<file path="src/rtl/ps2_host_ctrl.sv">
// PS/2 host line controller: device-to-host receive and host-to-device command
// transmit over the shared open-drain clock/data pair, with framing checks.
module ps2_host_ctrl #(
  parameter int unsigned CLK_HZ         = 100_000_000,
  parameter int unsigned FILTER         = 8,
  parameter int unsigned INHIBIT_CYCLES = 10000,
  parameter int unsigned TIMEOUT_CYCLES = 200000
) (
  input  logic       ACLK,
  input  logic       ARESETN,
  input  logic       ps2_clk_i,
  input  logic       ps2_data_i,
  output logic       ps2_clk_oe,
  output logic       ps2_data_oe,
  input  logic       tx_valid,
  input  logic [7:0] tx_data,
  output logic       tx_ready,
  output logic       tx_done,
  output logic       tx_err,
  output logic       rx_valid,
  output logic [7:0] rx_data,
  output logic       rx_err
);

  localparam int unsigned FLT_W = $clog2(FILTER + 1);
  localparam int unsigned INH_W = $clog2(INHIBIT_CYCLES + 1) + ((CLK_HZ == 0) ? 1 : 0);
  localparam int unsigned TO_W  = $clog2(TIMEOUT_CYCLES + 1);

  typedef enum logic [2:0] {
    S_IDLE, S_RX, S_INHIBIT, S_REQ, S_TX, S_ACK, S_WAIT_IDLE
  } state_t;

  // Index 0 is the clock line, index 1 the data line.
  logic [1:0]       sync1_q, sync2_q, filt_q, flip_c;
  logic [FLT_W-1:0] fcnt_q [2];
  logic             clk_prev_q;

  state_t           state_q;
  logic [3:0]       bit_q;
  logic [8:0]       rx_sh_q;
  logic             start_q;
  logic [7:0]       tx_q;
  logic             par_q;
  logic [INH_W-1:0] inh_q;
  logic [TO_W-1:0]  to_q;
  logic             clk_oe_q, data_oe_q, tx_ready_q, tx_done_q, tx_err_q;
  logic             rx_valid_q, rx_err_q;
  logic [7:0]       rx_data_q;

  logic fall_c, fall_nxt_c, to_run_c, timeout_c;

  always_comb begin
    flip_c = '0;
    for (int i = 0; i < 2; i++)
      flip_c[i] = (sync2_q[i] != filt_q[i]) && (fcnt_q[i] == FLT_W'(FILTER - 1));
  end

  // Synchronizers plus stability filter; a level is accepted after FILTER stable cycles.
  always_ff @(posedge ACLK or negedge ARESETN) begin
    if (!ARESETN) begin
      sync1_q    <= 2'b11;
      sync2_q    <= 2'b11;
      filt_q     <= 2'b11;
      clk_prev_q <= 1'b1;
      for (int i = 0; i < 2; i++) fcnt_q[i] <= '0;
    end else begin
      sync1_q    <= {ps2_data_i, ps2_clk_i};
      sync2_q    <= sync1_q;
      clk_prev_q <= filt_q[0];
      for (int i = 0; i < 2; i++) begin
        if (sync2_q[i] == filt_q[i]) begin
          fcnt_q[i] <= '0;
        end else if (flip_c[i]) begin
          filt_q[i] <= sync2_q[i];
          fcnt_q[i] <= '0;
        end else begin
          fcnt_q[i] <= fcnt_q[i] + FLT_W'(1);
        end
      end
    end
  end

  assign fall_c     = clk_prev_q & ~filt_q[0];
  // A falling edge will be visible next cycle; lets tx_ready drop in time for RX priority.
  assign fall_nxt_c = filt_q[0] & flip_c[0];
  assign to_run_c   = (state_q == S_RX) || (state_q == S_TX) ||
                      (state_q == S_ACK) || (state_q == S_WAIT_IDLE);
  assign timeout_c  = to_run_c && !fall_c && (to_q == TO_W'(TIMEOUT_CYCLES));

  // Inter-edge watchdog, saturating.
  always_ff @(posedge ACLK or negedge ARESETN) begin
    if (!ARESETN)                 to_q <= '0;
    else if (!to_run_c || fall_c) to_q <= '0;
    else if (to_q != TO_W'(TIMEOUT_CYCLES)) to_q <= to_q + TO_W'(1);
  end

  always_ff @(posedge ACLK or negedge ARESETN) begin
    if (!ARESETN) begin
      state_q    <= S_IDLE;
      bit_q      <= '0;
      rx_sh_q    <= '0;
      start_q    <= 1'b0;
      tx_q       <= '0;
      par_q      <= 1'b0;
      inh_q      <= '0;
      clk_oe_q   <= 1'b0;
      data_oe_q  <= 1'b0;
      tx_ready_q <= 1'b1;
      tx_done_q  <= 1'b0;
      tx_err_q   <= 1'b0;
      rx_valid_q <= 1'b0;
      rx_err_q   <= 1'b0;
      rx_data_q  <= '0;
    end else begin
      tx_done_q  <= 1'b0;
      tx_err_q   <= 1'b0;
      rx_valid_q <= 1'b0;
      rx_err_q   <= 1'b0;
      if (timeout_c) begin
        state_q    <= S_IDLE;
        clk_oe_q   <= 1'b0;
        data_oe_q  <= 1'b0;
        tx_ready_q <= !fall_nxt_c;
        if (state_q == S_RX) rx_err_q <= 1'b1;
        else                 tx_err_q <= 1'b1;
      end else begin
        case (state_q)
          S_IDLE: begin
            tx_ready_q <= !fall_nxt_c;
            if (fall_c) begin
              state_q    <= S_RX;
              bit_q      <= 4'd1;
              start_q    <= filt_q[1];
              tx_ready_q <= 1'b0;
            end else if (tx_valid && tx_ready_q) begin
              state_q    <= S_INHIBIT;
              tx_q       <= tx_data;
              par_q      <= ~^tx_data;
              inh_q      <= '0;
              clk_oe_q   <= 1'b1;
              tx_ready_q <= 1'b0;
            end
          end
          S_RX: begin
            if (fall_c) begin
              if (bit_q == 4'd10) begin
                state_q    <= S_IDLE;
                rx_data_q  <= rx_sh_q[7:0];
                rx_valid_q <= 1'b1;
                rx_err_q   <= start_q | ~(^rx_sh_q) | ~filt_q[1];
                tx_ready_q <= !fall_nxt_c;
              end else begin
                rx_sh_q <= {filt_q[1], rx_sh_q[8:1]};
                bit_q   <= bit_q + 4'd1;
              end
            end
          end
          S_INHIBIT: begin
            if (inh_q == INH_W'(INHIBIT_CYCLES - 1)) begin
              state_q   <= S_REQ;
              clk_oe_q  <= 1'b0;
              data_oe_q <= 1'b1;
            end else begin
              inh_q <= inh_q + INH_W'(1);
            end
          end
          S_REQ: begin
            clk_oe_q  <= 1'b0;
            data_oe_q <= 1'b1;
            bit_q     <= '0;
            state_q   <= S_TX;
          end
          S_TX: begin
            if (fall_c) begin
              bit_q <= bit_q + 4'd1;
              if (bit_q < 4'd8) begin
                data_oe_q <= ~tx_q[bit_q[2:0]];
              end else if (bit_q == 4'd8) begin
                data_oe_q <= ~par_q;
              end else begin
                data_oe_q <= 1'b0;
                state_q   <= S_ACK;
              end
            end
          end
          S_ACK: begin
            if (fall_c) begin
              if (!filt_q[1]) begin
                state_q <= S_WAIT_IDLE;
              end else begin
                state_q    <= S_IDLE;
                tx_err_q   <= 1'b1;
                tx_ready_q <= !fall_nxt_c;
              end
            end
          end
          S_WAIT_IDLE: begin
            if (filt_q == 2'b11) begin
              state_q    <= S_IDLE;
              tx_done_q  <= 1'b1;
              tx_ready_q <= !fall_nxt_c;
            end
          end
          default: state_q <= S_IDLE;
        endcase
      end
    end
  end

  assign ps2_clk_oe  = clk_oe_q;
  assign ps2_data_oe = data_oe_q;
  assign tx_ready    = tx_ready_q;
  assign tx_done     = tx_done_q;
  assign tx_err      = tx_err_q;
  assign rx_valid    = rx_valid_q;
  assign rx_data     = rx_data_q;
  assign rx_err      = rx_err_q;

endmodule

</file>
<file path="config.mk">
export PLATFORM = sky130hd
export DESIGN_NAME = ps2_host_ctrl
export DESIGN_NICKNAME = d
export VERILOG_FILES = /design/src/rtl/ps2_host_ctrl.sv
export SDC_FILE = /design/constraint.sdc
export NUM_CORES = 1
export LEC_CHECK = 0
export ABC_AREA = 1
export ABC_CLOCK_PERIOD_IN_PS = 1800
export BUFFER_PORTS_ARGS = -buffer_cell sky130_fd_sc_hd__buf_2
export CORE_ASPECT_RATIO = 1.25
export CORE_MARGIN = 1.5
export CORE_UTILIZATION = 40
export DETAILED_ROUTE_END_ITERATION = 8
export SLEW_MARGIN = 20
export SYNTH_ARGS = -nofsm -noshare
export SYNTH_HDL_FRONTEND = slang
export SYNTH_SLANG_ARGS = --single-unit
export TNS_END_PERCENT = 10
</file>
<file path="constraint.sdc">
create_clock -name ACLK -period 1.8 [get_ports ACLK]
set_clock_uncertainty 0.2 [all_clocks]
set_input_delay 0.18 -clock ACLK [delete_from_list [all_inputs] [get_ports ACLK]]
set_output_delay 0.18 -clock ACLK [all_outputs]
set_load 0.01 [all_outputs]
</file>
* After elaboration in Yosys (flattened, before gate mapping)
Index checks and enable logic that the tools add are counted.
Widths: inputs -> output; s select.
** Storage, ports and cells
- Memories :: 0
- Word-level logic and storage cells :: 181
- Latch bits :: 0
- Bits in registers :: 88
- ROM bits :: 0
- Bits in writable memories :: 0
** Cells by class
- Magnitude comparators :: 2
- Bitwise gates (word level) :: 14
- Shift operators :: 0
- Muxes and demuxes :: 67
- $add $sub $neg :: 5
- Multiply operators :: 0
- Reduce and logical (&&, ||, !) cells :: 33
- Divide/modulo/power cells :: 0
- Eq/ne operators :: 37
** Operators by type and width (number)
- $mux 14 :: 3
- $mux 18 :: 2
- $mux 3 :: 12
- $mux 1 :: 35
- $mux 4 :: 8
- $pmux 14 s2 :: 1
- $ne 3x3->1 const B :: 9
- $pmux 3 s7 :: 1
- $add 18x1->18 const B :: 1
- $eq 18x18->1 const B :: 1
- $ne 18x18->1 const B :: 1
- $pmux 4 s4 :: 1
- $reduce_and 4->1 :: 4
- $add 14x1->14 const B :: 1
- $eq 14x14->1 const B :: 1
- $ne 2x2->1 const B :: 7
- $add 4x1->4 const B :: 3
- $reduce_and 6->1 :: 2
- $reduce_bool 4->1 :: 3
- $not 1->1 :: 10
- $eq 3x3->1 const B :: 3
- $reduce_and 9->1 :: 1
- $reduce_xor 9->1 :: 1
- $eq 4x3->1 const B :: 2
- other kinds (25) :: 45

* Longest topological paths before layout
Gate-level depths: netlist (run 1).
- Depth after elaboration :: 8
- Depth in mapped cells :: 12
- Depth with buffers taken out :: 11

* Least setup slack after synthesis (run 1)
No wires, ideal clock.
- Path type :: reg2reg
- From :: register bit_q[0]
- To :: register bit_q[0]
- Setup slack :: -0.142 ns
- Path buffers :: 1
- Arrival time :: 1.615 ns
- Library setup time :: 0.127 ns
- Stages on the path, launching flop included :: 10
- Cell sequence :: dfrtp_1 > clkbuf_1 > inv_1 > ha_1 > nand3_1 > nor2_1 > nor3_1 > nand3_2 > nand2_1 > o21ai_0
** On the way
- Cells in the longest elaborated chain, start to end :: 4
- Elaborated cells on any way between the ends :: 8
- Classes of those cells :: add/sub (1); eq/ne (2); mux (4); reduce/logical (1)
** Ends and longest elaborated chain
- from (decl) :: line 39 : logic [3:0] bit_q;
- from (signal assigned) :: line 154 : bit_q <= bit_q + 4'd1;
- from (signal assigned) :: line 175 : bit_q <= bit_q + 4'd1;
- $add 4x1->4 :: line 154, 175
- $mux 4 :: line 146 : if (bit_q == 4'd10) begin
- $mux 4 :: line 145 : if (fall_c) begin
- $pmux 4 s4 :: line 127 : case (state_q)
Parallel ways exist; a longest one is shown, timed or not. The select of a mux whose other input is x is not followed.
A chain may end at the register's enable or synchronous reset.

* Worst setup path after layout (run 1)
- From :: register inh_q[0]
- To :: register inh_q[9]
** On the way
- Cells in the longest elaborated chain, start to end :: 3
- Elaborated cells on any way between the ends :: 6
- Classes of those cells :: add/sub (1); eq/ne (2); mux (2); reduce/logical (1)
** Ends and longest elaborated chain
- from (decl) :: line 44 : logic [INH_W-1:0] inh_q;
- from (signal assigned) :: line 164 : inh_q <= inh_q + INH_W'(1);
- $add 14x1->14 or $eq 14x14->1 (tied branches) :: line 164, 159
- $mux 14 or $ne 2x2->1 (tied branches)
- $pmux 14 s2 or $reduce_and 5->1 (tied branches)
Parallel ways exist; a longest one is shown, timed or not. The select of a mux whose other input is x is not followed.

==> impl_metrics.prom, run 1 <==
# TYPE chip_impl_metric gauge
chip_impl_metric{name="number_of_hold_violations_in_the_final_report",unit=""} 0
chip_impl_metric{name="slew_violations",unit=""} 0
chip_impl_metric{name="period_utilization_post_route",unit="%"} 100.3
chip_impl_metric{name="post_drt_via_cell_ratio",unit=""} 4.909
chip_impl_info{name="cp-start-kind",value="flip-flop"} 1
chip_impl_metric{name="totalWireLength",unit="mm"} 10.20
chip_impl_metric{name="detailroute.wirelength.met2",unit="mm"} 5.077
chip_impl_metric{name="synth_async_sr_flop_share",unit="%"} 100.0
chip_impl_metric{name="slew_at_the_pin_closest_to_its_max_slew_limit",unit="ns"} 0.4641
chip_impl_metric{name="antenna_violating_nets_post_route",unit=""} 0
chip_impl_info{name="route.top_layer_used",value="met4"} 1
chip_impl_info{name="violations",value="setup timing"} 1
chip_impl_metric{name="switchingPower",unit="W"} 0.001093
chip_impl_metric{name="synth_xor_xnor_area_share",unit="%"} 4.305
chip_impl_metric{name="fillCellCount",unit=""} 1083
chip_impl_metric{name="proportion_of_power_drawn_by_flip_flops_and_latches",unit="%"} 48.1
chip_impl_info{name="clock_tree_from_tritoncts",value="yes"} 1
chip_impl_metric{name="fp-row-count",unit=""} 44
chip_impl_metric{name="critPathArrivalTime",unit="ns"} 1.83
chip_impl_metric{name="max_freq",unit="MHz"} 553.9
chip_impl_metric{name="register_bit_count_reported_by_yosys",unit=""} 88
chip_impl_metric{name="synthesis.instances",unit=""} 584
chip_impl_metric{name="netSwitchingFraction",unit="%"} 24.35
chip_impl_metric{name="p_comb_share",unit="%"} 10.1
chip_impl_metric{name="core_area",unit="µm²"} 11510
chip_impl_metric{name="clkSlewWorstSetupHoldPaths",unit="ns"} 0.06
chip_impl_metric{name="drt_first_pass_iters",unit=""} 5
chip_impl_metric{name="grt_overflow",unit=""} 0
chip_impl_metric{name="grt_first_pass_wirelength",unit="mm"} 17.40
chip_impl_metric{name="dieHeight",unit="µm"} 123.9
chip_impl_metric{name="layout.nets",unit=""} 714
chip_impl_metric{name="synthesized_area_per_cell",unit="µm²"} 8.013
chip_impl_metric{name="power.internal",unit="W"} 0.003394
chip_impl_metric{name="p_leak",unit="nW"} 2.865
chip_impl_info{name="combinational_family_with_the_most_area_after_synthesis",value="simple AND/OR/NAND/NOR gates"} 1
chip_impl_metric{name="post_synthesis_share_of_cell_area_spent_on_and_or_nand_and_nor_gates",unit="%"} 28.02
chip_impl_metric{name="worst_ir_drop_vdd",unit="µV"} 508.6
chip_impl_metric{name="netlist_area",unit="µm²"} 4679
chip_impl_metric{name="ys_seq_area_share",unit="%"} 47.27
chip_impl_metric{name="floorplan.die_area",unit="µm²"} 12360
chip_impl_metric{name="grt_pass1_vias",unit=""} 3963
chip_impl_metric{name="clk-insertion-delay-late",unit="ns"} 0.34
chip_impl_metric{name="remaining_drc_errors",unit=""} 0
chip_impl_metric{name="ant_diodes",unit=""} 0
chip_impl_info{name="worstHoldPathType",value="flip-flop to flip-flop"} 1
chip_impl_metric{name="initial_core_util",unit="%"} 40.67
chip_impl_metric{name="global_route.usage.total",unit="%"} 17.64
chip_impl_metric{name="floorplan.die.width",unit="µm"} 99.74
chip_impl_metric{name="port_buffers",unit=""} 27
chip_impl_metric{name="place_hpwl",unit="mm"} 7.324
chip_impl_metric{name="slew_headroom",unit="%"} 69.06
chip_impl_metric{name="muxShareOfSynthArea",unit="%"} 0
chip_impl_metric{name="fin_util",unit="%"} 52.63
chip_impl_metric{name="finalWorstPathRequiredPeriod",unit="ns"} 1.805
chip_impl_metric{name="grt_antenna_before_repair",unit=""} 0
chip_impl_metric{name="cts_htree_levels",unit=""} 3
chip_impl_metric{name="fin_tns_setup",unit="ns"} -0.007195
chip_impl_metric{name="cap_viol_max_count",unit=""} 0
chip_impl_metric{name="synth-edff-count",unit=""} 0
chip_impl_metric{name="post-place-ws",unit="ns"} -0.09787
chip_impl_info{name="cp-end-kind",value="flip-flop"} 1
chip_impl_metric{name="synth_nets",unit=""} 605
chip_impl_metric{name="routed_wire_length_per_instance",unit="µm"} 12.20
chip_impl_metric{name="placed_area",unit="µm²"} 5444
chip_impl_metric{name="ctsLongestPathBuffers",unit=""} 2
chip_impl_metric{name="cts_buffers",unit=""} 9
chip_impl_metric{name="fraction_of_the_mapped_netlist_area_in_compound_gates",unit="%"} 10.94
chip_impl_metric{name="fin_total_pwr",unit="W"} 0.004487
chip_impl_metric{name="final-setup-viol-count",unit=""} 2
chip_impl_metric{name="finalInstanceArea",unit="µm²"} 6056
chip_impl_metric{name="pin_count_of_the_biggest_net_entering_global_routing",unit=""} 89
chip_impl_info{name="critPathKind",value="flip-flop to flip-flop"} 1
chip_impl_metric{name="i_o_pin_cnt",unit=""} 28
chip_impl_metric{name="drt_iter0_drc",unit=""} 164
chip_impl_metric{name="detailroute.wirelength.met3",unit="µm"} 266
chip_impl_metric{name="yosysWarnings",unit=""} 0
chip_impl_metric{name="clockPowerShare",unit="%"} 41.8
chip_impl_info{name="outcome",value="finished, violations left"} 1
chip_impl_metric{name="clock_sink_count",unit=""} 88
chip_impl_metric{name="routabilityCongestion",unit=""} 0.8863
chip_impl_metric{name="final_layout_size_suffix_gt1_share",unit="%"} 25.50
chip_impl_metric{name="vias",unit=""} 4104
chip_impl_metric{name="synthToLayoutAreaGrowth",unit="%"} 29.41
chip_impl_metric{name="power_density_normalized_to_cell_area",unit="nW/µm²"} 741.0
chip_impl_metric{name="worst-path-max-fanout",unit=""} 15
chip_impl_info{name="ctsRootBufferMaster",value="sky130_fd_sc_hd__clkbuf_16"} 1
chip_impl_info{name="most_used_flip_flop_cell_after_synthesis",value="sky130_fd_sc_hd__dfrtp_1"} 1
chip_impl_metric{name="worstPathRequired",unit="ns"} 1.83
chip_impl_metric{name="final_critical_path_setup_slack",unit="ns"} -0.005401
chip_impl_metric{name="drt-met1-wl",unit="mm"} 4.674
chip_impl_metric{name="yosys.area_share.adder",unit="%"} 2.139
chip_impl_info{name="grt_setup_unrepaired",value="yes"} 1
chip_impl_metric{name="synth_cell_type_count",unit=""} 43
[cell usage after synthesis (3+ instances only)]
library cell                 n  area share (%)
sky130_fd_sc_hd__a21oi_1    22             2.4
sky130_fd_sc_hd__buf_2       4            0.43
sky130_fd_sc_hd__dfrtp_1    80              43
sky130_fd_sc_hd__dfstp_2     8             4.5
sky130_fd_sc_hd__ha_1        8             2.1
sky130_fd_sc_hd__inv_1      72             5.8
sky130_fd_sc_hd__inv_2       3            0.24
sky130_fd_sc_hd__nand2_1   146              12
sky130_fd_sc_hd__nand3_1    43             4.6
sky130_fd_sc_hd__nand3_2     4            0.86
sky130_fd_sc_hd__nand4_1    11             1.5
sky130_fd_sc_hd__nor2_1     59             4.7
sky130_fd_sc_hd__nor2_2      5            0.67
sky130_fd_sc_hd__nor3_1     11             1.2
sky130_fd_sc_hd__o211ai_1    3            0.48
sky130_fd_sc_hd__o21ai_0    45             4.8
sky130_fd_sc_hd__o21ai_2     4            0.75
sky130_fd_sc_hd__xnor2_1    11             2.1
sky130_fd_sc_hd__xor2_1     12             2.2
[critical path, cell delays in order, from the launching register on]
cell and delay (ns):
sky130_fd_sc_hd__dfrtp_1 0.35, sky130_fd_sc_hd__ha_2 0.19, sky130_fd_sc_hd__nand2_2 0.07, sky130_fd_sc_hd__nor2_4 0.11, sky130_fd_sc_hd__nand3_2 0.09, sky130_fd_sc_hd__o21ai_4 0.23, sky130_fd_sc_hd__nand2_4 0.17, sky130_fd_sc_hd__nand2_1 0.09
sky130_fd_sc_hd__nand2_1 0.04, sky130_fd_sc_hd__and3_1 0.13
[cells in the final DEF, fill, tap and decap left out, types with 12 or more instances in the layout]
cell and count:
sky130_fd_sc_hd__nand2_1 139, sky130_fd_sc_hd__xor2_1 12, sky130_fd_sc_hd__buf_2 26, sky130_fd_sc_hd__nand3_1 39, sky130_fd_sc_hd__o21ai_0 41, sky130_fd_sc_hd__dfrtp_1 77
sky130_fd_sc_hd__inv_1 68, sky130_fd_sc_hd__buf_4 63, sky130_fd_sc_hd__a21oi_1 21, sky130_fd_sc_hd__nor2_1 53
[power groups by stage]
| stage | registers (W) | logic, W | clock network, W |
|---|---|---|---|
| global route | 0.00216 | 0.000530 | 0.00200 |
| finish | 0.00216 | 0.000453 | 0.00188 |
| floorplan | 0.00218 | 0.000259 | 0 |
| detailed placement | 0.00220 | 0.000424 | 0 |
| CTS | 0.00216 | 0.000451 | 0.00193 |
| global placement | 0.00219 | 0.000420 | 0 |
[final cells by class]
class,instances,area (µm²),share of cell area (%)
Clock buffer,12,246.5,4.070
Clock inverter,4,52.55,0.8678
Inverter,75,281.5,4.649
Multi-Input combinational cell,414,2300,37.98
Sequential cell,88,2216,36.59
Tap cell,138,172.7,2.851
Timing Repair Buffer,105,787.0,13.00
[per-layer routing]
metal | global-route usage [%] | up-vias
met5 | 0 | -
met4 | 8.891 | 0
met3 | 3.199 | 13
met2 | 28.95 | 58
met1 | 22.39 | 1929
li1 | - | 2104
[path summary, 6_finish.rpt]
kind                       cells after the start         end       start  slack (ns)
min in group asynchronous                      3    to_q[10]     ARESETN        0.23
max in group asynchronous                      3  sync2_q[0]     ARESETN        0.79
max                                            9    inh_q[9]    inh_q[0]      -0.005
min                                            0  sync2_q[0]  sync1_q[0]        0.15
min reg2reg                                    0  sync2_q[0]  sync1_q[0]        0.15
max reg2reg                                    9    inh_q[9]    inh_q[0]      -0.005
[flip-flops by register name, summed over array words and instances, names as in the netlist, 3 cells and up]
register and cells:
inh_q 14, rx_data 8, state_q 3, rx_sh_q 9, bit_q 4, to_q 18
tx_q 8, fcnt_q 8
[metrics by stage]
step                      hold WS (ns)  cells
final                           0.1541    836
after global routing            0.1590    836
after CTS                       0.1557    835
after detailed placement       0.06093    805
after global placement         0.06129    805
after floorplan                -0.3156    584
[logic make-up (layout without fill, tap and decap cells)]
logic type / count (synthesis) / in the layout
DFF: 88 / 88
xor gates and xnor gates: 23 / 23
buffers and inverters: 83 / 196
AOI/OAI and AO/OA: 88 / 88
and+or+nand+nor: 294 / 295
adders and majority gates: 8 / 8
[timing repair]
item	in CTS	in global routing
gates resized for setup	5	43
endpoints found under the setup margin	17	56
pin swaps	3	7
hold endpoints to repair	90	0
hold buffers	11	0
setup buffers	2	1
cloned	1	0
No activity file was read; power rests on OpenSTA's default activity.
==> run 2: changes to the inputs <==
==> constraint.sdc (replaced) <==
create_clock -name ACLK -period 1.8 [get_ports ACLK]
set_clock_uncertainty 0.2 [all_clocks]
set_input_delay 0.36 -clock ACLK [delete_from_list [all_inputs] [get_ports ACLK]]
set_output_delay 0.36 -clock ACLK [all_outputs]
set_load 0.01 [all_outputs]
==> impl_metrics.prom, run 2 (synthesis results as in run 1) <==
# TYPE chip_impl_metric gauge
chip_impl_metric{name="fp-row-count",unit=""} 44
chip_impl_info{name="cpLargestDelayFamily",value="simple AND/OR/NAND/NOR gates"} 1
chip_impl_metric{name="period_utilization_post_route",unit="%"} 101.6
chip_impl_info{name="path_cells",value="inv_2 -> nand2_4 -> nand2_4 -> nor2_4 -> nand4_1 -> buf_4 -> inv_2 -> a21oi_1 -> nand2_1 -> nand2_1"} 1
chip_impl_info{name="ctsRootBufferMaster",value="sky130_fd_sc_hd__clkbuf_16"} 1
chip_impl_metric{name="final-setup-viol-count",unit=""} 8
chip_impl_metric{name="drt_first_pass_iters",unit=""} 5
chip_impl_metric{name="p_comb_share",unit="%"} 10.7
chip_impl_metric{name="remaining_drc_errors",unit=""} 0
chip_impl_metric{name="worst_ir_drop_vdd",unit="µV"} 704.2
chip_impl_metric{name="max_freq",unit="MHz"} 546.9
chip_impl_metric{name="floorplan.die_area",unit="µm²"} 12360
chip_impl_metric{name="grt_overflow",unit=""} 0
chip_impl_metric{name="totalWireLength",unit="mm"} 10.21
chip_impl_metric{name="ctsLongestPathBuffers",unit=""} 2
chip_impl_metric{name="worstRegToRegCells",unit=""} 10
chip_impl_metric{name="finalInstanceArea",unit="µm²"} 5986
chip_impl_metric{name="routabilityCongestion",unit=""} 0.8777
chip_impl_metric{name="netSwitchingFraction",unit="%"} 25.86
chip_impl_metric{name="whs_path_depth",unit=""} 3
chip_impl_metric{name="routed_wire_length_per_instance",unit="µm"} 12.34
chip_impl_metric{name="vias",unit=""} 4091
chip_impl_metric{name="drt_iter0_drc",unit=""} 206
chip_impl_metric{name="i_o_pin_cnt",unit=""} 28
chip_impl_info{name="final_common_cell",value="sky130_fd_sc_hd__nand2_1"} 1
chip_impl_metric{name="layout.nets",unit=""} 705
chip_impl_metric{name="worst-path-max-fanout",unit=""} 3
chip_impl_metric{name="cts_htree_levels",unit=""} 3
chip_impl_metric{name="synthToLayoutAreaGrowth",unit="%"} 27.91
chip_impl_metric{name="layoutNonFillerInstCount",unit=""} 827
chip_impl_metric{name="floorplan.die.width",unit="µm"} 99.74
chip_impl_metric{name="place_hpwl",unit="mm"} 7.532
chip_impl_metric{name="numPlacedInstances",unit=""} 803
chip_impl_info{name="crit-reg2reg-capture",value="ps2_data_oe"} 1
chip_impl_metric{name="pin_count_of_the_biggest_net_entering_global_routing",unit=""} 45
chip_impl_info{name="worstHoldPathType",value="input pin to flip-flop"} 1
chip_impl_metric{name="initial_core_util",unit="%"} 40.67
chip_impl_metric{name="cpPeakStageDelay",unit="ns"} 0.53
chip_impl_metric{name="slew_violations",unit=""} 0
chip_impl_metric{name="antenna_violating_nets_post_route",unit=""} 0
chip_impl_metric{name="cts_buffers",unit=""} 9
chip_impl_metric{name="global_route.usage.total",unit="%"} 17.33
chip_impl_info{name="whs_endpoint",value="tx_q[0]"} 1
chip_impl_info{name="grt_setup_unrepaired",value="yes"} 1
chip_impl_metric{name="switchingPower",unit="W"} 0.001136
chip_impl_metric{name="placed_area",unit="µm²"} 5441
chip_impl_metric{name="post_drt_via_cell_ratio",unit=""} 4.947
chip_impl_metric{name="p_leak",unit="nW"} 2.807
chip_impl_metric{name="power_density_normalized_to_cell_area",unit="nW/µm²"} 733.7
chip_impl_metric{name="power.internal",unit="W"} 0.003256
chip_impl_metric{name="slew_at_the_pin_closest_to_its_max_slew_limit",unit="ns"} 0.3226
chip_impl_metric{name="grt_first_pass_wirelength",unit="mm"} 17.24
chip_impl_info{name="outcome",value="finished, violations left"} 1
chip_impl_metric{name="proportion_of_power_drawn_by_flip_flops_and_latches",unit="%"} 49.1
chip_impl_info{name="violations",value="setup timing"} 1
chip_impl_metric{name="grt_antenna_before_repair",unit=""} 0
chip_impl_metric{name="clkSlewWorstSetupHoldPaths",unit="ns"} 0.06
chip_impl_metric{name="finalWorstPathRequiredPeriod",unit="ns"} 1.829
chip_impl_info{name="cp-start-kind",value="flip-flop"} 1
chip_impl_metric{name="critPathArrivalTime",unit="ns"} 1.85
chip_impl_metric{name="grt_pass1_vias",unit=""} 3864
chip_impl_metric{name="port_buffers",unit=""} 27
chip_impl_metric{name="clk-insertion-delay-late",unit="ns"} 0.34
chip_impl_info{name="clock_tree_from_tritoncts",value="yes"} 1
chip_impl_metric{name="number_of_flip_flops_under_the_largest_register_name",unit=""} 18
chip_impl_info{name="layout_top_registers",value="to_q x18, inh_q x14, rx_sh_q x9"} 1
chip_impl_metric{name="ff2ff_setup_slack",unit="ns"} -0.03
chip_impl_metric{name="critPathBufInv",unit=""} 3
chip_impl_metric{name="dieHeight",unit="µm"} 123.9
chip_impl_metric{name="clockPowerShare",unit="%"} 40.2
chip_impl_metric{name="slew_headroom",unit="%"} 78.34
chip_impl_info{name="layout_common_cells",value="sky130_fd_sc_hd__nand2_1 (135), sky130_fd_sc_hd__dfrtp_1 (79), sky130_fd_sc_hd__inv_1 (66), sky130_fd_sc_hd__buf_4 (63), sky130_fd_sc_hd__nor2_1 (53)"} 1
chip_impl_info{name="crit-reg2reg-launch",value="filt_q[0]"} 1
chip_impl_metric{name="final_critical_path_setup_slack",unit="ns"} -0.02863
chip_impl_metric{name="final_layout_size_suffix_gt1_share",unit="%"} 26.27
chip_impl_info{name="critPathKind",value="flip-flop to flip-flop"} 1
chip_impl_metric{name="hold-worst-slack",unit="ns"} 0.04689
chip_impl_info{name="max_flop_register",value="to_q"} 1
chip_impl_metric{name="cap_viol_max_count",unit=""} 0
chip_impl_metric{name="worstPathRequired",unit="ns"} 1.83
chip_impl_metric{name="core_area",unit="µm²"} 11510
chip_impl_info{name="hold_crit_start",value="tx_data[0]"} 1
chip_impl_info{name="cp-end-kind",value="flip-flop"} 1
chip_impl_info{name="cpMaxStageDelayCell",value="sky130_fd_sc_hd__dfstp_2"} 1
chip_impl_metric{name="ant_diodes",unit=""} 0
chip_impl_metric{name="number_of_hold_violations_in_the_final_report",unit=""} 0
chip_impl_metric{name="clock_sink_count",unit=""} 88
[run 2: cell types whose count changed in the layout (fill, tap and decap cells not counted), moves of 3 or more]
cell,before,now
sky130_fd_sc_hd__clkinvlp_4,0,3
sky130_fd_sc_hd__dlygate4sd3_1,11,3
sky130_fd_sc_hd__nand2_2,9,12
sky130_fd_sc_hd__nand2_1,139,135
[run 2: worst max path at each step]
stage	start	endpoint	slack (ns)	cells after the start
CTS	to_q[0]	tx_done	-0.02	8
global placement	state_q[1]	tx_done	-0.04	7
global route	inh_q[1]	inh_q[9]	-0.13	9
floorplan	inh_q[0]	inh_q[13]	-0.03	9
finish	filt_q[0]	ps2_data_oe	-0.03	10
detailed placement	to_q[0]	state_q[2]	-0.03	9
[run 2: power by group through the flow]
stage / clock network [W] / logic, W / registers (W)
finish: 0.00177 / 0.000471 / 0.00215
global route: 0.00190 / 0.000535 / 0.00217
CTS: 0.00183 / 0.000445 / 0.00216
detailed placement: 0 / 0.000437 / 0.00220
global placement: 0 / 0.000426 / 0.00219
floorplan: 0 / 0.000259 / 0.00218
[run 2: timing repair]
item                                   CTS  global route
pin swaps                                2            16
hold buffers                             3             0
setup buffers                            0             4
cloned                                   0             1
setup endpoints to repair               16            55
endpoints found under the hold margin   82             0
gates resized for setup                  2            50
[run 2: final cells by class]
type / count / area (µm²)
Timing Repair Buffer: 96 / 704.4
Fill cell: 1110 / 5520
Clock inverter: 5 / 40.04
Tap cell: 138 / 172.7
Clock buffer: 11 / 242.7
Sequential cell: 88 / 2213
Multi-Input combinational cell: 414 / 2331
Inverter: 75 / 281.5
[run 2: stage by stage]
step	setup WS [ns]	setup TNS, ns	utilization (%)	total power [W]
global route	-0.1326	-1.904	52.02	0.004605
CTS	-0.02034	-0.08539	50.03	0.004433
floorplan	-0.02910	-0.05372	-	0.002441
detailed placement	-0.03125	-0.1468	47.29	0.002633
finish	-0.02863	-0.1158	52.02	0.004392
global placement	-0.03853	-0.03853	47.29	0.002617
[run 2: layer usage]
layer / wire length [µm] / vias to the layer above / track usage, %
met3: 298 / 12 / 3.367
met5: 0 / - / 0
li1: - / 2096 / -
met4: 182 / 0 / 7.130
met2: 5146 / 63 / 29.38
met1: 4578 / 1920 / 21.75
[run 2: tightest hold or removal path: stages]
cell and delay (ns):
sky130_fd_sc_hd__buf_2 0.09, sky130_fd_sc_hd__nand2_1 0.05, sky130_fd_sc_hd__nand2_1 0.04
